## src/rtl/jesd204b_dll_rx_lane.sv

```systemverilog
// JESD204B per-lane data link layer receiver: CGS, ILAS checking and
// control-character replacement for one 4-octet frame per clock.
module jesd204b_dll_rx_lane #(
  parameter int unsigned FRAMES_PER_MF    = 4,
  parameter int unsigned ILAS_MULTIFRAMES = 4,
  parameter int unsigned ERR_CNT_WIDTH    = 8
) (
  input  logic                     clk,
  input  logic                     rst,
  input  logic [31:0]              rx_data,
  input  logic [3:0]               rx_charisk,
  output logic                     sync_n,
  output logic [31:0]              data_out,
  output logic                     data_valid,
  output logic                     ilas_done,
  output logic                     ilas_err,
  output logic                     err_unexp_k,
  output logic [ERR_CNT_WIDTH-1:0] err_count
);

  localparam logic [1:0] CgsInit  = 2'd0;
  localparam logic [1:0] CgsCheck = 2'd1;
  localparam logic [1:0] Ilas     = 2'd2;
  localparam logic [1:0] Data     = 2'd3;

  localparam logic [4:0] KLast = 5'(FRAMES_PER_MF - 1);
  localparam logic [2:0] MLast = 3'(ILAS_MULTIFRAMES - 1);

  logic [1:0]               state_q, state_d;
  logic [4:0]               frame_q, frame_d;
  logic [2:0]               mf_q, mf_d;
  logic [7:0]               prev_q, prev_d;
  logic                     sync_n_q, sync_n_d;
  logic [31:0]              data_out_q, data_out_d;
  logic                     valid_q, valid_d;
  logic                     done_q, done_d;
  logic                     ilas_err_q, ilas_err_d;
  logic                     unexp_q, unexp_d;
  logic [ERR_CNT_WIDTH-1:0] cnt_q, cnt_d;

  logic        kword, is_r, is_q, is_a0, is_f0;
  logic        ilas_chk, viol, bad;
  logic [4:0]  f_cur;
  logic [2:0]  m_cur;
  logic [31:0] out_word;

  assign kword = (rx_charisk == 4'hF) && (rx_data == 32'hBCBCBCBC);
  assign is_r  = rx_charisk[3] && (rx_data[31:24] == 8'h1C);
  assign is_q  = rx_charisk[2] && (rx_data[23:16] == 8'h9C);
  assign is_a0 = rx_charisk[0] && (rx_data[7:0] == 8'h7C);
  assign is_f0 = rx_charisk[0] && (rx_data[7:0] == 8'hFC);

  always_comb begin
    state_d    = state_q;
    frame_d    = frame_q;
    mf_d       = mf_q;
    prev_d     = prev_q;
    data_out_d = '0;
    valid_d    = 1'b0;
    done_d     = 1'b0;
    ilas_err_d = 1'b0;
    unexp_d    = 1'b0;
    cnt_d      = cnt_q;
    ilas_chk   = 1'b0;
    viol       = 1'b0;
    bad        = 1'b0;
    f_cur      = '0;
    m_cur      = '0;
    out_word   = rx_data;

    case (state_q)
      CgsInit: begin
        if (kword) state_d = CgsCheck;
      end
      CgsCheck: begin
        // The first /R/ word is frame 0 of multiframe 0 and goes through the ILAS checks.
        if (!kword) begin
          if (is_r) ilas_chk = 1'b1;
          else      state_d  = CgsInit;
        end
      end
      Ilas: begin
        ilas_chk = 1'b1;
        f_cur    = frame_q;
        m_cur    = mf_q;
      end
      default: begin
        if (kword) begin
          state_d = CgsInit;
        end else begin
          valid_d = 1'b1;
          done_d  = 1'b1;
          if (rx_charisk[0]) begin
            if ((frame_q != KLast && is_f0) || (frame_q == KLast && is_a0)) begin
              out_word[7:0] = prev_q;
            end else begin
              bad = 1'b1;
            end
          end
          if (|rx_charisk[3:1]) bad = 1'b1;
          unexp_d = bad;
          if (bad && (cnt_q != {ERR_CNT_WIDTH{1'b1}})) cnt_d = cnt_q + 1'b1;
          prev_d     = out_word[7:0];
          data_out_d = out_word;
          frame_d    = (frame_q == KLast) ? 5'd0 : frame_q + 5'd1;
        end
      end
    endcase

    if (ilas_chk) begin
      viol = ((f_cur == 5'd0) && !is_r) ||
             ((f_cur == KLast) && !is_a0) ||
             ((m_cur == 3'd1) && (f_cur == 5'd0) && !is_q);
      if (viol) begin
        ilas_err_d = 1'b1;
        state_d    = CgsInit;
      end else if (f_cur == KLast) begin
        frame_d = 5'd0;
        if (m_cur == MLast) begin
          state_d = Data;
          mf_d    = 3'd0;
          prev_d  = 8'd0;
        end else begin
          state_d = Ilas;
          mf_d    = m_cur + 3'd1;
        end
      end else begin
        state_d = Ilas;
        frame_d = f_cur + 5'd1;
        mf_d    = m_cur;
      end
    end

    sync_n_d = (state_d != CgsInit);
  end

  always_ff @(posedge clk) begin
    if (rst) begin
      state_q    <= CgsInit;
      frame_q    <= '0;
      mf_q       <= '0;
      prev_q     <= '0;
      sync_n_q   <= 1'b0;
      data_out_q <= '0;
      valid_q    <= 1'b0;
      done_q     <= 1'b0;
      ilas_err_q <= 1'b0;
      unexp_q    <= 1'b0;
      cnt_q      <= '0;
    end else begin
      state_q    <= state_d;
      frame_q    <= frame_d;
      mf_q       <= mf_d;
      prev_q     <= prev_d;
      sync_n_q   <= sync_n_d;
      data_out_q <= data_out_d;
      valid_q    <= valid_d;
      done_q     <= done_d;
      ilas_err_q <= ilas_err_d;
      unexp_q    <= unexp_d;
      cnt_q      <= cnt_d;
    end
  end

  assign sync_n      = sync_n_q;
  assign data_out    = data_out_q;
  assign data_valid  = valid_q;
  assign ilas_done   = done_q;
  assign ilas_err    = ilas_err_q;
  assign err_unexp_k = unexp_q;
  assign err_count   = cnt_q;

endmodule
```

## config.mk

```make
export PLATFORM = sky130hd
export DESIGN_NAME = jesd204b_dll_rx_lane
export DESIGN_NICKNAME = d
export VERILOG_FILES = /design/src/rtl/jesd204b_dll_rx_lane.sv
export SDC_FILE = /design/constraint.sdc
export NUM_CORES = 1
export LEC_CHECK = 0
export CAP_MARGIN = 20
export CORE_MARGIN = 1.5
export CORE_UTILIZATION = 42
export CTS_CLUSTER_SIZE = 14
export DETAILED_ROUTE_END_ITERATION = 10
export GPL_TIMING_DRIVEN = 0
export PLACE_DENSITY = 0.76
export SLEW_MARGIN = 10
export SYNTH_ARGS = -nofsm -noshare
export SYNTH_HDL_FRONTEND = slang
export SYNTH_SLANG_ARGS = --single-unit
```

## constraint.sdc

```tcl
create_clock -name clk -period 2.2 [get_ports clk]
set_input_delay 0.22 -clock clk [delete_from_list [all_inputs] [get_ports clk]]
set_output_delay 0.22 -clock clk [all_outputs]
set_load 0.005 [all_outputs]
```

==> results of run 1 <==
## final cells by class
cell class                      instances  area [sq um]  area share [%]
Multi-Input combinational cell        205          1622           38.47
Sequential cell                        62          1256           29.80
Timing Repair Buffer                   99         950.9           22.56
Clock buffer                           12         145.1           3.443
Tap cell                               77         96.34           2.286
Buffer                                 13         90.09           2.137
Inverter                                8         32.53          0.7717
Clock inverter                          4         22.52          0.5343
## report_power, final
group	internal [mW]	total, mW	switching [mW]
Combinational	0.0767	0.130	0.0536
Clock	0.434	0.866	0.432
Sequential	1.12	1.12	0.00000000000393
## registers in the layout, indices dropped and copies added (netlist names)
signal and count:
ilas_done 1, err_count 8, frame_q 5, sync_n 1, err_unexp_k 1, data_out 32, prev_q 8, state_q 2
mf_q 3, ilas_err 1
## critical path: stages, from the launching register on
cell and delay (ns):
dfxtp_2 0.35, inv_4 0.06, ha_4 0.18, buf_8 0.14, and2_1 0.17, ha_2 0.20
o311a_4 0.13, a2bb2oi_4 0.21, nand2_4 0.10, or3_1 0.31, a31oi_1 0.20
## what timing repair did
action,4_1_cts,5_1_grt
gates resized for setup,28,25
setup buffers,6,11
endpoints found under the setup margin,32,51
hold endpoints to repair,0,0
pin swaps,8,13
## layer usage
metal | track usage (%) | up-vias
met5 | 0 | -
met4 | 7.452 | 0
met3 | 4.352 | 11
met2 | 34.97 | 84
met1 | 27.02 | 1235
li1 | - | 1271
## worst paths after layout
kind / start / endpoint / cells after the start
worst min register to register: mf_q[1] / mf_q[1] / 2
worst max-delay path: state_q[0] / mf_q[0] / 10
worst max register to register: state_q[0] / mf_q[0] / 10
worst min-delay path: rx_charisk[3] / err_unexp_k / 4
## per-stage QoR
| step | power (mW) | worst slack, ns | hold slack, ns | util, % | std cells |
|---|---|---|---|---|---|
| 3_3_place_gp | 1.264 | -0.4358 | 0.4642 | 57.91 | 448 |
| 4_1_cts | 2.118 | -0.01555 | 0.4659 | 63.23 | 470 |
| 3_5_place_dp | 1.265 | -0.4002 | 0.4676 | 57.91 | 448 |
| 6_report | 2.115 | 0.05760 | 0.4072 | 66.38 | 480 |
| 2_1_floorplan | 1.175 | 0.05906 | 0.3374 | - | 289 |
| 5_1_grt | 2.190 | -0.04407 | 0.4395 | 66.38 | 480 |
## kinds of logic after synthesis
logic type / after synthesis / synth area share [%]
AO/OA/AOI/OAI: 48 / 12.09
XOR/XNOR: 3 / 0.9547
adder cells (fa/ha/maj): 11 / 5.000
buffers and inverters: 22 / 3.682
flip-flops: 62 / 45.09
multiplexers: 15 / 5.591
AND/OR/NAND/NOR: 128 / 27.59
## Yosys cell counts, drive strengths merged, types with 2 or more instances
master	count
a21oi	18
nand4bb	4
nor4	6
or3	5
nor2b	2
nand2	18
mux2	3
o31a	2
nand2b	3
dfxtp	62
mux2i	12
and2	6
nand3	10
nor3	2
ha	11
nand4b	4
buf	7
and3	28
inv	8
nand4	4
nor4b	2
xor2	2
o31ai	5
nor2	25
or3b	2
a211oi	2
a31oi	2
or4	4
o21ai	8
clkbuf	7
a311oi	3
a22oi	2
## layout by cell type (no fill, tap or decap), types with 6 or more instances in the layout
cell	count
clkbuf_1	8
nand2_1	14
clkbuf_8	10
buf_4	20
nor2_1	24
inv_1	7
clkdlybuf4s50_1	81
and3_1	28
dfxtp_1	56
nand3_1	9
a21oi_1	17
mux2i_1	12
ha_1	6
==> metrics.csv, run 1 <==
metric,value,unit
status,completed,
synth_area,0.002753,sq mm
p_leak,1.660,nW
synth_area_leader_cell,dfxtp_1,
crit_arrival,2.40,ns
grt.total_usage,21.03,%
synth_nets,338,
initial_core_util,43.35,%
slew_viol_final,0,
synth-main-ff-cell,dfxtp_1,
antenna_found_initial,0,
tightest_slew,0.5520,ns
synth_edf_count,0,
met3RoutedLength,368,microns
gp_congestion,0.8613,
coreArea,0.006350,sq mm
clk_pin_slew,0.07,ns
cp-start-kind,register,
placementRows,29,
worst-path-max-fanout,10,
ys_seq_elements,62,
fp.dieH,83.96,microns
cts-buffers-inserted,9,
synth.area.top_cells,"dfxtp_1, and3_1, ha_1",
drt_iter0_markers,117,
final_area,0.004215,sq mm
top_layer,met4,
clkSinkCount,62,
final_antenna_net_count,0,
firstDrtPassIters,4,
areaGrowthSynthToFinish,53.14,%
synth_area_per_cell,9.525,sq um
post-route-period-util,97.38,%
finalNetCount,447,
irDropWorstVdd,0.0003464,V
async_flop_share,0,%
dr_wl_met2,3912,microns
ff2ff_setup_slack,0.06,ns
routed_wl,7665,microns
htreeDepth,3,
finalSetupViolCount,0,
syn-instance-count,289,
hpwl,5230,microns
die-area,0.007048,sq mm
yosys_warnings,0,
wl_per_cell,15.97,microns
drc,0,
power_density,501.7,mW/mm^2
rsz0062_at_grt,true,
postCtsHoldBufs,0,
relSlewSlack,62.89,%
port_buffers,82,
synth_seq_area_share,45.09,%
clock_latency,0.34,ns
drive_gt1_share,20.10,%
critPathKind,register to register,
cp.required,2.46,ns
grt_max_degree,11,
first_global_vias,2445,
final.setup.tns,0,ns
vias,2601,
worstHoldPathType,primary input to register,
nFillCells,488,
top_level_ports,83,
hold_viol_final,0,
end_kind,register,
m1WireLength,3294,microns
clockBufferDepth,2,
synth_top_cell_area_share,45.09,%
cts-root-buf,clkbuf_8,
cap_violations,0,
min_period,2.142,ns
ys_types,51,
cts_tree,yes,
gr-total-overflow,0,
antenna_cells,0,
vias_per_cell,5.419,
grt_pass1_wl,11830,microns
post_dp_cell_area,0.003677,sq mm
fin_skew,0.007099,ns
dieWidth,83.96,microns
fmax,466.8,MHz
No activity file was read; power rests on OpenSTA's default activity.
==> inputs of run 2 (changes only) <==
- CORE_MARGIN: 1.5 -> not set
==> run 2 against run 1 <==
Against the previous run: maximum frequency shrank 1.0%; sequential share of layout area grew 0.29 points; clock power grew 1%; total power grew 0.28%; flip-flop and latch count is the same; design area shrank 1.4%; sequential power is essentially flat; global-route usage grew 0.22 points; final cell count shrank 1.3%; clock-buffer cell count shrank 1; hold slack lost 0.066 ns; combinational power shrank 4%; critical path type unchanged; critical endpoint is now err_count[7]; highest routed layer unchanged.
==> metrics.csv, run 2 (synthesis results as in run 1) <==
metric,value,unit,change
status,completed,,unchanged
areaGrowthSynthToFinish,51.05,%,was 53.14%
clock_latency,0.33,ns,was 0.34 ns
nFillCells,486,,was 488
slew_viol_final,0,,unchanged
cts-root-buf,clkbuf_8,,unchanged
fin_hold_ws,0.3410,ns,was 0.4072 ns
post_dp_cell_area,0.003677,sq mm,unchanged
clockBufferDepth,2,,unchanged
worst-path-max-fanout,10,,unchanged
finalSetupViolCount,0,,unchanged
relSlewSlack,47.90,%,was 62.89%
placementRows,29,,unchanged
clkSinkCount,62,,unchanged
p_leak,1.648,nW,was 1.660 nW
crit_arrival,2.38,ns,was 2.40 ns
post-route-period-util,98.39,%,was 97.38%
power_density,510.1,mW/mm^2,was 501.7 mW/mm^2
dieWidth,82.96,microns,was 83.96 microns
drc,0,,unchanged
tightest_slew,0.7756,ns,was 0.5520 ns
gr-total-overflow,0,,unchanged
min_period,2.165,ns,was 2.142 ns
layout_commonest_cell,clkdlybuf4s50_1,,unchanged
antenna_cells,0,,unchanged
vias,2586,,was 2601
htreeDepth,3,,unchanged
grt.total_usage,21.25,%,was 21.03%
hpwl,4996,microns,was 5230 microns
placedCellCount,448,,unchanged
cp.required,2.42,ns,was 2.46 ns
cts-buffers-inserted,9,,unchanged
first_global_vias,2457,,was 2445
drive_gt1_share,18.64,%,was 20.10%
vias_per_cell,5.456,,was 5.419
initial_core_util,43.35,%,unchanged
port_buffers,82,,unchanged
drt_iter0_markers,128,,was 117
hold_viol_final,0,,unchanged
fin_skew,0.005610,ns,was 0.007099 ns
worstHoldPathType,primary input to register,,unchanged
rsz0062_at_grt,true,,unchanged
firstDrtPassIters,4,,unchanged
routed_wl,7325,microns,was 7665 microns
cp-start-kind,register,,unchanged
fmax,462.0,MHz,was 466.8 MHz
wl_per_cell,15.45,microns,was 15.97 microns
layout_common_cells,"clkdlybuf4s50_1, dfxtp_1, and3_1",,unchanged
postCtsHoldBufs,0,,unchanged
cts_tree,yes,,unchanged
cap_violations,0,,unchanged
critPathKind,register to register,,unchanged
clk_pin_slew,0.07,ns,about the same
gp_congestion,0.8568,,was 0.8613
finalNetCount,442,,was 447
final_antenna_net_count,0,,unchanged
largest_reg_flops,32,,unchanged
final_cells,474,,was 480
irDropWorstVdd,0.0003960,V,was 0.0003464 V
grt_pass1_wl,11800,microns,was 11830 microns
die-area,0.006882,sq mm,was 0.007048 sq mm
top_level_ports,83,,unchanged
seq_area,0.001251,sq mm,was 0.001256 sq mm
final_area,0.004158,sq mm,was 0.004215 sq mm
coreArea,0.006350,sq mm,unchanged
end_kind,register,,unchanged
multi_input_area,0.001595,sq mm,was 0.001622 sq mm
antenna_found_initial,0,,unchanged
fp.dieH,82.96,microns,was 83.96 microns
grt_max_degree,11,,unchanged
run 2: cell types whose count changed in the layout (fill, tap and decap cells not counted), sizes merged:
cell	change
buf	-6
dlymetal6s2s	+1
clkdlybuf4s50	-1
run 2: final timing paths:
kind | depth (start not counted) | end | slack (ns) | startpoint
max | 8 | err_count[7] | 0.04 | frame_q[1]
max reg2reg | 8 | err_count[7] | 0.04 | frame_q[1]
min | 3 | data_out[7] | 0.34 | rx_data[7]
min reg2reg | 2 | data_out[1] | 0.49 | prev_q[1]
run 2: per-layer routing:
metal  vias up  GRT usage, %  part of all wire (%)
li1       1258             -                     -
met5         -             0                     0
met3         8         5.765                   5.6
met4         0         7.053                   1.2
met1      1230         26.11                    44
met2        90         35.92                    50
run 2: timing repair:
item,in CTS,in global routing
cloned,0,0
buffers inserted,4,7
pin swaps,6,10
gates resized for setup,28,18
endpoints found under the setup margin,36,42
run 2: area by class of cell:
cell class	count	share of cell area [%]
clock buffers	11	3.641
multi-input cells	205	38.37
well taps	77	2.317
inverters	8	0.7222
clock inverters	4	0.5417
flip-flops and latches	62	30.09
plain buffers	14	2.167
repair buffers	93	22.15
run 2: metrics by stage:
stage / total power [mW] / TNS [ns] / utilization, % / setup slack (ns)
after floorplan: 1.175 / 0 / - / 0.05906
after global placement: 1.264 / -15.13 / 57.91 / -0.4486
after detailed placement: 1.265 / -17.51 / 57.91 / -0.4518
after CTS: 2.139 / -0.002087 / 63.27 / -0.002087
after global routing: 2.207 / -0.07747 / 65.48 / -0.04011
final: 2.121 / 0 / 65.48 / 0.03536
run 2: worst max-delay path: stages, from the launching register on:
cell and delay [ns]:
dfxtp_4 0.38, ha_4 0.15, nor4b_4 0.28, xor2_2 0.14, a21boi_2 0.22, nor4_2 0.09, buf_4 0.19, nor4_4 0.27
mux2_2 0.35
run 2: report_power, final:
| group | switching (mW) | internal (mW) | leakage [nW] |
|---|---|---|---|
| sequential | 0.00000000000356 | 1.12 | 0.502 |
| clock | 0.419 | 0.458 | 0.0910 |
| combinational | 0.0510 | 0.0740 | 1.05 |
==> inputs of run 3 (changes only) <==
- GPL_TIMING_DRIVEN: 0 -> 1
==> run 3 against run 2 <==
Against the previous run: sequential share of layout area fell by 2.0 points; combinational power rose by 21%; die area did not move; non-clock buffer count rose by 37; highest routed layer unchanged; largest cell class unchanged; routed wire length rose by 6.3%; maximum frequency rose by 1.8%; sequential power barely moved; via count rose by 5.8%; utilization rose by 4.4 points.
==> metrics.csv, run 3 (synthesis results as in run 1) <==
metric,value,unit,change
relSlewSlack,61.74,%,was 47.90%
path_delay_family,buffers and inverters,,was simple AND/OR/NAND/NOR gates
grt_max_degree,25,,was 11
finalNetCount,479,,was 442
post-route-period-util,96.65,%,was 98.39%
path_buf_inv,2,,was 1
reg2regPathDepth,9,,was 8
drive_gt1_share,25.52,%,was 18.64%
postCtsHoldBufs,0,,unchanged
gp_congestion,0.8787,,was 0.8568
end_kind,register,,unchanged
pwr-share-seq,46.7,%,was 52.8%
top_level_ports,83,,unchanged
comb_power_share,6.3,%,was 5.9%
clk_pin_slew,0.07,ns,about the same
pwr-share-clk,47.0,%,was 41.3%
vias,2735,,was 2586
hold_end,data_out[20],,was data_out[7]
firstDrtPassIters,4,,unchanged
p_leak,1.831,nW,was 1.648 nW
min_from,rx_data[20],,was rx_data[7]
finalSetupViolCount,0,,unchanged
drt_iter0_markers,75,,was 128
hpwl,5292,microns,was 4996 microns
irDropWorstVdd,0.0005784,V,was 0.0003960 V
cap_violations,0,,unchanged
areaGrowthSynthToFinish,61.23,%,was 51.05%
cts_tree,yes,,unchanged
die-area,0.006882,sq mm,unchanged
grt.total_usage,22.86,%,was 21.25%
r2r_start,frame_q[0],,was frame_q[1]
cp_cell_sequence,"clkdlybuf4s50_1, nand4bb_1, nor4_2, buf_4, a31oi_4, o21ai_2, nor4_4, mux2_4",,"was ha_4, nor4b_4, xor2_2, a21boi_2, nor4_2, buf_4, nor4_4, mux2_2"
cts-root-buf,clkbuf_8,,unchanged
antenna_found_initial,0,,unchanged
power.internal,1.884,mW,was 1.651 mW
htreeDepth,3,,unchanged
critPathKind,primary input to register,,was register to register
ff2ff_setup_slack,0.09,ns,was 0.04 ns
fin_hold_ws,0.4620,ns,was 0.3410 ns
wl_per_cell,15.21,microns,was 15.45 microns
placementRows,29,,unchanged
gr-total-overflow,0,,unchanged
dieWidth,82.96,microns,unchanged
clkSinkCount,62,,unchanged
vias_per_cell,5.342,,was 5.456
grt_pass1_wl,12430,microns,was 11800 microns
final.setup.tns,0,ns,unchanged
critPathMaxStageDelay,0.49,ns,was 0.38 ns
fp.dieH,82.96,microns,unchanged
min_period,2.126,ns,was 2.165 ns
routed_wl,7790,microns,was 7325 microns
coreArea,0.006350,sq mm,unchanged
fmax,470.3,MHz,was 462.0 MHz
reg2reg_to,err_count[4],,was err_count[7]
crit_arrival,2.37,ns,was 2.38 ns
first_global_vias,2536,,was 2457
clock_latency,0.35,ns,was 0.33 ns
port_buffers,82,,unchanged
cp.required,2.44,ns,was 2.42 ns
worst-path-max-fanout,11,,was 10
final_antenna_net_count,0,,unchanged
initial_core_util,43.35,%,unchanged
hold_viol_final,0,,unchanged
cp-start-kind,primary input,,was register
slew_viol_final,0,,unchanged
antenna_cells,0,,unchanged
largest_reg_flops,32,,unchanged
power_density,541.1,mW/mm^2,was 510.1 mW/mm^2
switching_share,21.56,%,was 22.14%
fin_util,69.89,%,was 65.48%
worstHoldPathCells,2,,was 3
rsz0062_at_grt,false,,was true
clockBufferDepth,2,,unchanged
startpoint,rx_data[16],,was frame_q[1]
status,completed,,unchanged
drc,0,,unchanged
worstHoldPathType,primary input to register,,unchanged
layout_common_cells,"clkdlybuf4s50_1, buf_4, dfxtp_1",,"was clkdlybuf4s50_1, dfxtp_1, and3_1"
critPathSlowestCell,clkdlybuf4s50_1,,was dfxtp_4
tightest_slew,0.5739,ns,was 0.7756 ns
cts-buffers-inserted,9,,unchanged
switchingPower,0.5176,mW,was 0.4696 mW
fin_skew,0.009293,ns,was 0.005610 ns
layout_commonest_cell,clkdlybuf4s50_1,,unchanged
[run 3: cell count changes in the layout (fill, tap and decap cells not counted), sizes merged]
cell,before,now
clkdlybuf4s50,80,82
clkbuf,19,10
bufinv,0,2
dlymetal6s2s,2,0
clkinvlp,1,0
buf,17,62
inv,8,9
[run 3: worst reg2reg max path, stage by stage (launching register included)]
cell and delay, ns:
dfxtp_2 0.36, ha_4 0.14, nor4b_4 0.24, xor2_1 0.14, a21boi_1 0.18, buf_4 0.16
nor4_4 0.04, buf_12 0.14, or4_4 0.52, a21oi_2 0.14
[run 3: worst max-delay path by stage]
| stage | to | slack (ns) | cells past startpoint |
|---|---|---|---|
| floorplan | sync_n | 0.06 | 11 |
| global placement | mf_q[0] | -0.20 | 7 |
| detailed placement | mf_q[0] | -0.23 | 7 |
| CTS | err_count[5] | 0.02 | 9 |
| global route | err_count[4] | 0.0005 | 9 |
| finish | err_count[7] | 0.07 | 8 |
[run 3: power groups by stage]
stage / sequential [mW] / clock (mW) / combinational, mW
floorplan: 1.15 / 0 / 0.0280
global placement: 1.15 / 0 / 0.140
detailed placement: 1.15 / 0 / 0.141
CTS: 1.12 / 1.14 / 0.147
global route: 1.12 / 1.20 / 0.160
finish: 1.12 / 1.13 / 0.151
[run 3: layout make-up]
class	count	area, sq um
fillers	456	1912
well taps	77	96.34
flip-flops and latches	62	1246
repair buffers	144	1311
inverters	8	30.03
clock inverters	6	83.83
clock buffers	10	137.6
multi-input cells	205	1533
[run 3: per-layer routing]
layer / GRT usage (%) / vias to the layer above / part of all wire, %
li1: - / 1339 / -
met1: 28.84 / 1290 / 44
met2: 36.36 / 91 / 48
met3: 6.660 / 15 / 5.1
met4: 9.875 / 0 / 2.5
met5: 0 / - / 0
[run 3: per-stage QoR]
stage | cells | worst slack (ns) | area, sq um | total power [mW]
floorplan | 289 | 0.05906 | 2760 | 1.175
global placement | 492 | -0.1989 | 4058 | 1.287
detailed placement | 492 | -0.2305 | 4058 | 1.288
CTS | 510 | 0.02200 | 4370 | 2.405
global route | 512 | 0.0005305 | 4438 | 2.485
finish | 512 | 0.07378 | 4438 | 2.401
[run 3: repair_timing]
action                     CTS  global route
setup buffers                3             2
setup endpoints to repair    8            19
gates resized for setup      9            13
pin swaps                    4             9
==> patch 1 (config.mk and constraints of run 3) <==
Add an input register stage for `rx_data`; this delays it by one clock. The other inputs are not delayed to match.
--- a/src/rtl/jesd204b_dll_rx_lane.sv
+++ b/src/rtl/jesd204b_dll_rx_lane.sv
@@ -27,4 +27,10 @@
   localparam logic [2:0] MLast = 3'(ILAS_MULTIFRAMES - 1);
 
+  logic [31:0] rx_data_q;
+
+  always_ff @(posedge clk) begin
+    rx_data_q <= rx_data;
+  end
+
   logic [1:0]               state_q, state_d;
   logic [4:0]               frame_q, frame_d;
@@ -45,9 +51,9 @@
   logic [31:0] out_word;
 
-  assign kword = (rx_charisk == 4'hF) && (rx_data == 32'hBCBCBCBC);
-  assign is_r  = rx_charisk[3] && (rx_data[31:24] == 8'h1C);
-  assign is_q  = rx_charisk[2] && (rx_data[23:16] == 8'h9C);
-  assign is_a0 = rx_charisk[0] && (rx_data[7:0] == 8'h7C);
-  assign is_f0 = rx_charisk[0] && (rx_data[7:0] == 8'hFC);
+  assign kword = (rx_charisk == 4'hF) && (rx_data_q == 32'hBCBCBCBC);
+  assign is_r  = rx_charisk[3] && (rx_data_q[31:24] == 8'h1C);
+  assign is_q  = rx_charisk[2] && (rx_data_q[23:16] == 8'h9C);
+  assign is_a0 = rx_charisk[0] && (rx_data_q[7:0] == 8'h7C);
+  assign is_f0 = rx_charisk[0] && (rx_data_q[7:0] == 8'hFC);
 
   always_comb begin
@@ -67,5 +73,5 @@
     f_cur      = '0;
     m_cur      = '0;
-    out_word   = rx_data;
+    out_word   = rx_data_q;
 
     case (state_q)
Check against the original RTL: not equivalent (a bounded check fails within 4 cycles, from zero or initial values and one cycle with rst high).
==> patch 1 against run 3 <==
  * The run now ends with setup timing left
  * Die area is 25% higher
  * Area after synthesis is 26% higher
  * Wire length is 1.1% higher
  * Sequential cell count is 32 higher
  * Clock skew is 1.5 ps lower
  * Setup slack worse by 83 ps
  * Hold slack worse by 180 ps
  * Design area is 13% higher
  * Power is 27% higher
  * Clock power is 4% higher
==> patch 1: results (changes against run 3) <==
[clock_network]
clk_pin_slew_ps=90  ; +20 ps

[final_layout]
seq_area_um2=1890  ; +52%
multi_input_area_share_pct=30.8  ; -3.7 points
non_clock_buffer_count=132  ; -8.3%
seq_cells=94  ; +52%
bufAreaShareNonClock_pct=24.3  ; -5.2 points
clkCellAreaFrac_pct=4.05  ; -0.94 points
inverters=10  ; +2

[synth]
postSynthCellCount=320  ; +11%
yosysUniqueCellTypes=59  ; +16%
syn_nets=369  ; +9.2%
yosysSeqAreaShare_pct=54.4  ; +9.3 points
ys_top_cells_by_count=dfxtp_1 (94), and2_1 (28), nor2_1 (26), mux2i_1 (15), nand2_1 (13)
synthTopCellsByArea=dfxtp_1 (54%), and2_1 (5.1%), mux2i_1 (4.3%)

[route]
drt_iter0_drc=71  ; -5.3%
wl_met3_um=451  ; +14%
routed_wl_um=7880  ; +1.1%
via_count=2737  ; +0.073%
wl_per_cell_um=14.2  ; -6.7%
dr_wl_met2_um=3760  ; +0.72%

[grt]
grt_max_degree=26  ; +4.0%
use_met1_pct=23.2  ; -5.6 points
grt_use_met2_pct=31.4  ; -4.9 points
use_met3_pct=5.09  ; -1.6 points
grt_pass1_wl_um=12400  ; about the same

[worst_setup_path]
cp_max_fo=6  ; -5
cp_slowest_cell=or4_4

[pwr]
switching_share_pct=22.5  ; +0.99 points

[run_status]
violations=setup timing
outcome=complete, but fails checks

[placed_design]
gp_congestion=0.792  ; -9.9%
dp.cells=532  ; +8.1%

[timing]
setup_violations=1  ; +1
worst_slack_ps=-9.61  ; -83.4 ps
worstMarginPinSlew_ps=477  ; -97.0 ps

[worst_hold_path]
min-delay-start=rx_data[2]
holdPathEnd=rx_data_q[2]$_DFF_P_

==> patch 1: changes by cell type after synthesis, sizes merged, moves of 3 or more <==
cell    delta
buf        +4
mux2i      +3
a311oi     -3
dfxtp     +32
nor4       -3
nor3       +4
and2      +22
and3      -27
or2        +4
clkbuf     -3
nand2      -5
nand3      -3
==> patch 1: cells by family after synthesis <==
family / Yosys count / share of synthesized area, %
and+or+nand+nor: 119 / 20.6
DFF: 94 / 54.4
AOI/OAI and AO/OA: 52 / 11.7
buffers and inverters: 25 / 3.73
muxes: 16 / 4.78
adders and majority gates: 11 / 3.98
xor gates and xnor gates: 3 / 0.760
==> patch 1: timing repair <==
item	4_1_cts	5_1_grt
pin swaps	3	6
cloned	0	1
setup endpoints to repair	22	23
buffers inserted	2	4
resized for setup	3	29
==> patch 1: metrics by stage <==
step | hold WS, ps | instance area, µm²
CTS | 277 | 4910
floorplan | 248 | 3490
finish | 284 | 5030
detailed placement | 432 | 4680
global placement | 432 | 4680
global route | 274 | 5030
==> patch 2 (settings of run 3) <==
Without the edit above. The parameter `ERR_CNT_WIDTH` goes from 8 to 10.
--- a/src/rtl/jesd204b_dll_rx_lane.sv
+++ b/src/rtl/jesd204b_dll_rx_lane.sv
@@ -4,5 +4,5 @@
   parameter int unsigned FRAMES_PER_MF    = 4,
   parameter int unsigned ILAS_MULTIFRAMES = 4,
-  parameter int unsigned ERR_CNT_WIDTH    = 8
+  parameter int unsigned ERR_CNT_WIDTH    = 10
 ) (
   input  logic                     clk,
Ports: changed (resized err_count); port bits go from 83 to 85. No check against the original RTL was run, so the function may have changed too.
==> patch 2 against run 3 <==
  * Area after synthesis rose by 9.7%
  * Utilization fell by 1.9 points
  * Design area rose by 5.3%
  * Sequential cell count rose by 2
  * Non-clock buffer count fell by 3
  * Wire length rose by 12%
  * Critical path depth did not move
  * Setup slack got worse by 60 ps
  * Clock skew fell by 1.5 ps
  * Power fell by 8.3%
  * Register-to-register slack barely moved
  * Maximum frequency fell by 2.7%
  * Critical endpoint is now err_count[9]$_SDFFE_PP0P_
==> patch 2: results (changes against run 3) <==
[route]
wl_per_cell_um=15.4  ; +1.3%
drt_iter0_drc=141  ; +88%

[placed_design]
dp.cells=551  ; +12%
detailed_place_hpwl_um=6350  ; +20%
gp_congestion=0.824  ; -6.2%
io_buffers=84  ; +2.4%

[clock_network]
postCtsSetupRepairBufs=0  ; -3

[synth]
yosysUniqueCellTypes=54  ; +5.9%
ys_top_cells_by_count=dfxtp_1 (64), nand2_1 (29), a21oi_1 (26), and2_1 (26), nand3_1 (14)
synthTopCellsByArea=dfxtp_1 (42%), and2_1 (5.4%), ha_1 (4.6%)
synth.top_cell.area_share_pct=42.4  ; -2.7 points
syn_nets=381  ; +13%

[grt]
grt_pass1_vias=2969  ; +17%
use_met1_pct=26.1  ; -2.8 points
grt_pass1_wl_um=13300  ; +6.8%
use_met3_pct=6.29  ; -0.37 points
grt_use_met2_pct=39.6  ; +3.2 points

[final_layout]
n_fill_cell=536  ; +18%
fin_cells=567  ; +11%
drive_above_1_share_pct=21.0  ; -4.5 points
nets=516  ; +7.7%

[pwr]
p_leak_nw=1.82  ; -0.58%

[timing]
skew_ps=7.79  ; -1.50 ps
worstMarginPinSlew_ps=456  ; -118 ps

[run_status]
outcome=completed

[patch 2: changes by cell type after synthesis, sizes merged, moves of 5 or more]
cell           run 3  this run
and2               6        26
and3              28         8
nor2              25        11
nand2             18        29
mux2i             12         3
a21oi             18        26
o31ai              5        13
or4                4        12
a211oi             2         8
o21ai              8        13
[patch 2: worst paths after layout]
| check | start | endpoint | slack, ps | cells after the start |
|---|---|---|---|---|
| max reg2reg | frame_q[2]$_SDFF_PP0_ | prev_q[6]$_SDFF_PP0_ | 90 | 6 |
| min | rx_data[18] | data_out[18]$_SDFF_PP0_ | 140 | 2 |
| max | rx_data[17] | err_count[9]$_SDFFE_PP0P_ | 10 | 8 |
| min reg2reg | prev_q[4]$_SDFF_PP0_ | data_out[4]$_SDFF_PP0_ | 460 | 2 |
[patch 2: repair_timing]
item                                    in CTS  in global routing
resized for setup                            4                 18
endpoints found under the setup margin       6                 59
cloned                                       0                  1
hold endpoints to repair                     0                  0
pin swaps                                    1                  9
[patch 2: cell type report]
type	count	area, µm²	area share, %
timing repair buffer	141	1370	29.2
tap	96	120	2.57
clock inverter	3	17.5	0.375
clock buffer	12	155	3.32
sequential	64	1280	27.4
multi-input combinational	241	1700	36.3
inverter	10	37.5	0.803
[patch 2: cell families (layout without fill, tap and decap cells)]
logic type | count (synthesis) | in the layout | synth area share [%]
flip-flops | 64 | 64 | 42.4
AND/OR/NAND/NOR | 142 | 142 | 27.4
AO/OA/AOI/OAI | 80 | 80 | 18.4
buffers and inverters | 27 | 166 | 4.43
adder cells (fa/ha/maj) | 11 | 11 | 4.56
XOR/XNOR | 3 | 3 | 0.870
multiplexers | 5 | 5 | 1.86
[patch 2: worst max-delay path, stage by stage]
cell and delay, ps:
dlymetal6s2s_1 140, or4bb_4 560, or4_4 570, o31ai_4 370
buf_12 170, buf_4 130, o311ai_0 160, o41ai_1 100
[patch 2: per-layer routing]
metal / vias to the layer above / part of all wire [%]
li1: 1501 / -
met1: 1444 / 42
met2: 117 / 50
met3: 23 / 5.8
met4: 0 / 2.2
met5: - / 0
[patch 2: metrics by stage]
| step | instance area (µm²) | utilization [%] | setup slack (ps) | power [mW] |
|---|---|---|---|---|
| 2_1_floorplan | 3050 | - | 11.7 | 1.22 |
| 3_3_place_gp | 4390 | 63.9 | -353 | 1.33 |
| 3_5_place_dp | 4390 | 63.9 | -365 | 1.33 |
| 4_1_cts | 4570 | 66.5 | -6.98 | 2.22 |
| 5_1_grt | 4670 | 68.0 | -48.2 | 2.28 |
| 6_report | 4670 | 68.0 | 13.9 | 2.20 |
[patch 2: report_power, final]
part	switching, mW	internal, mW
Combinational	0.0600	0.0922
Sequential	0.00000000000233	1.16
Clock	0.433	0.460
Total	0.493	1.71
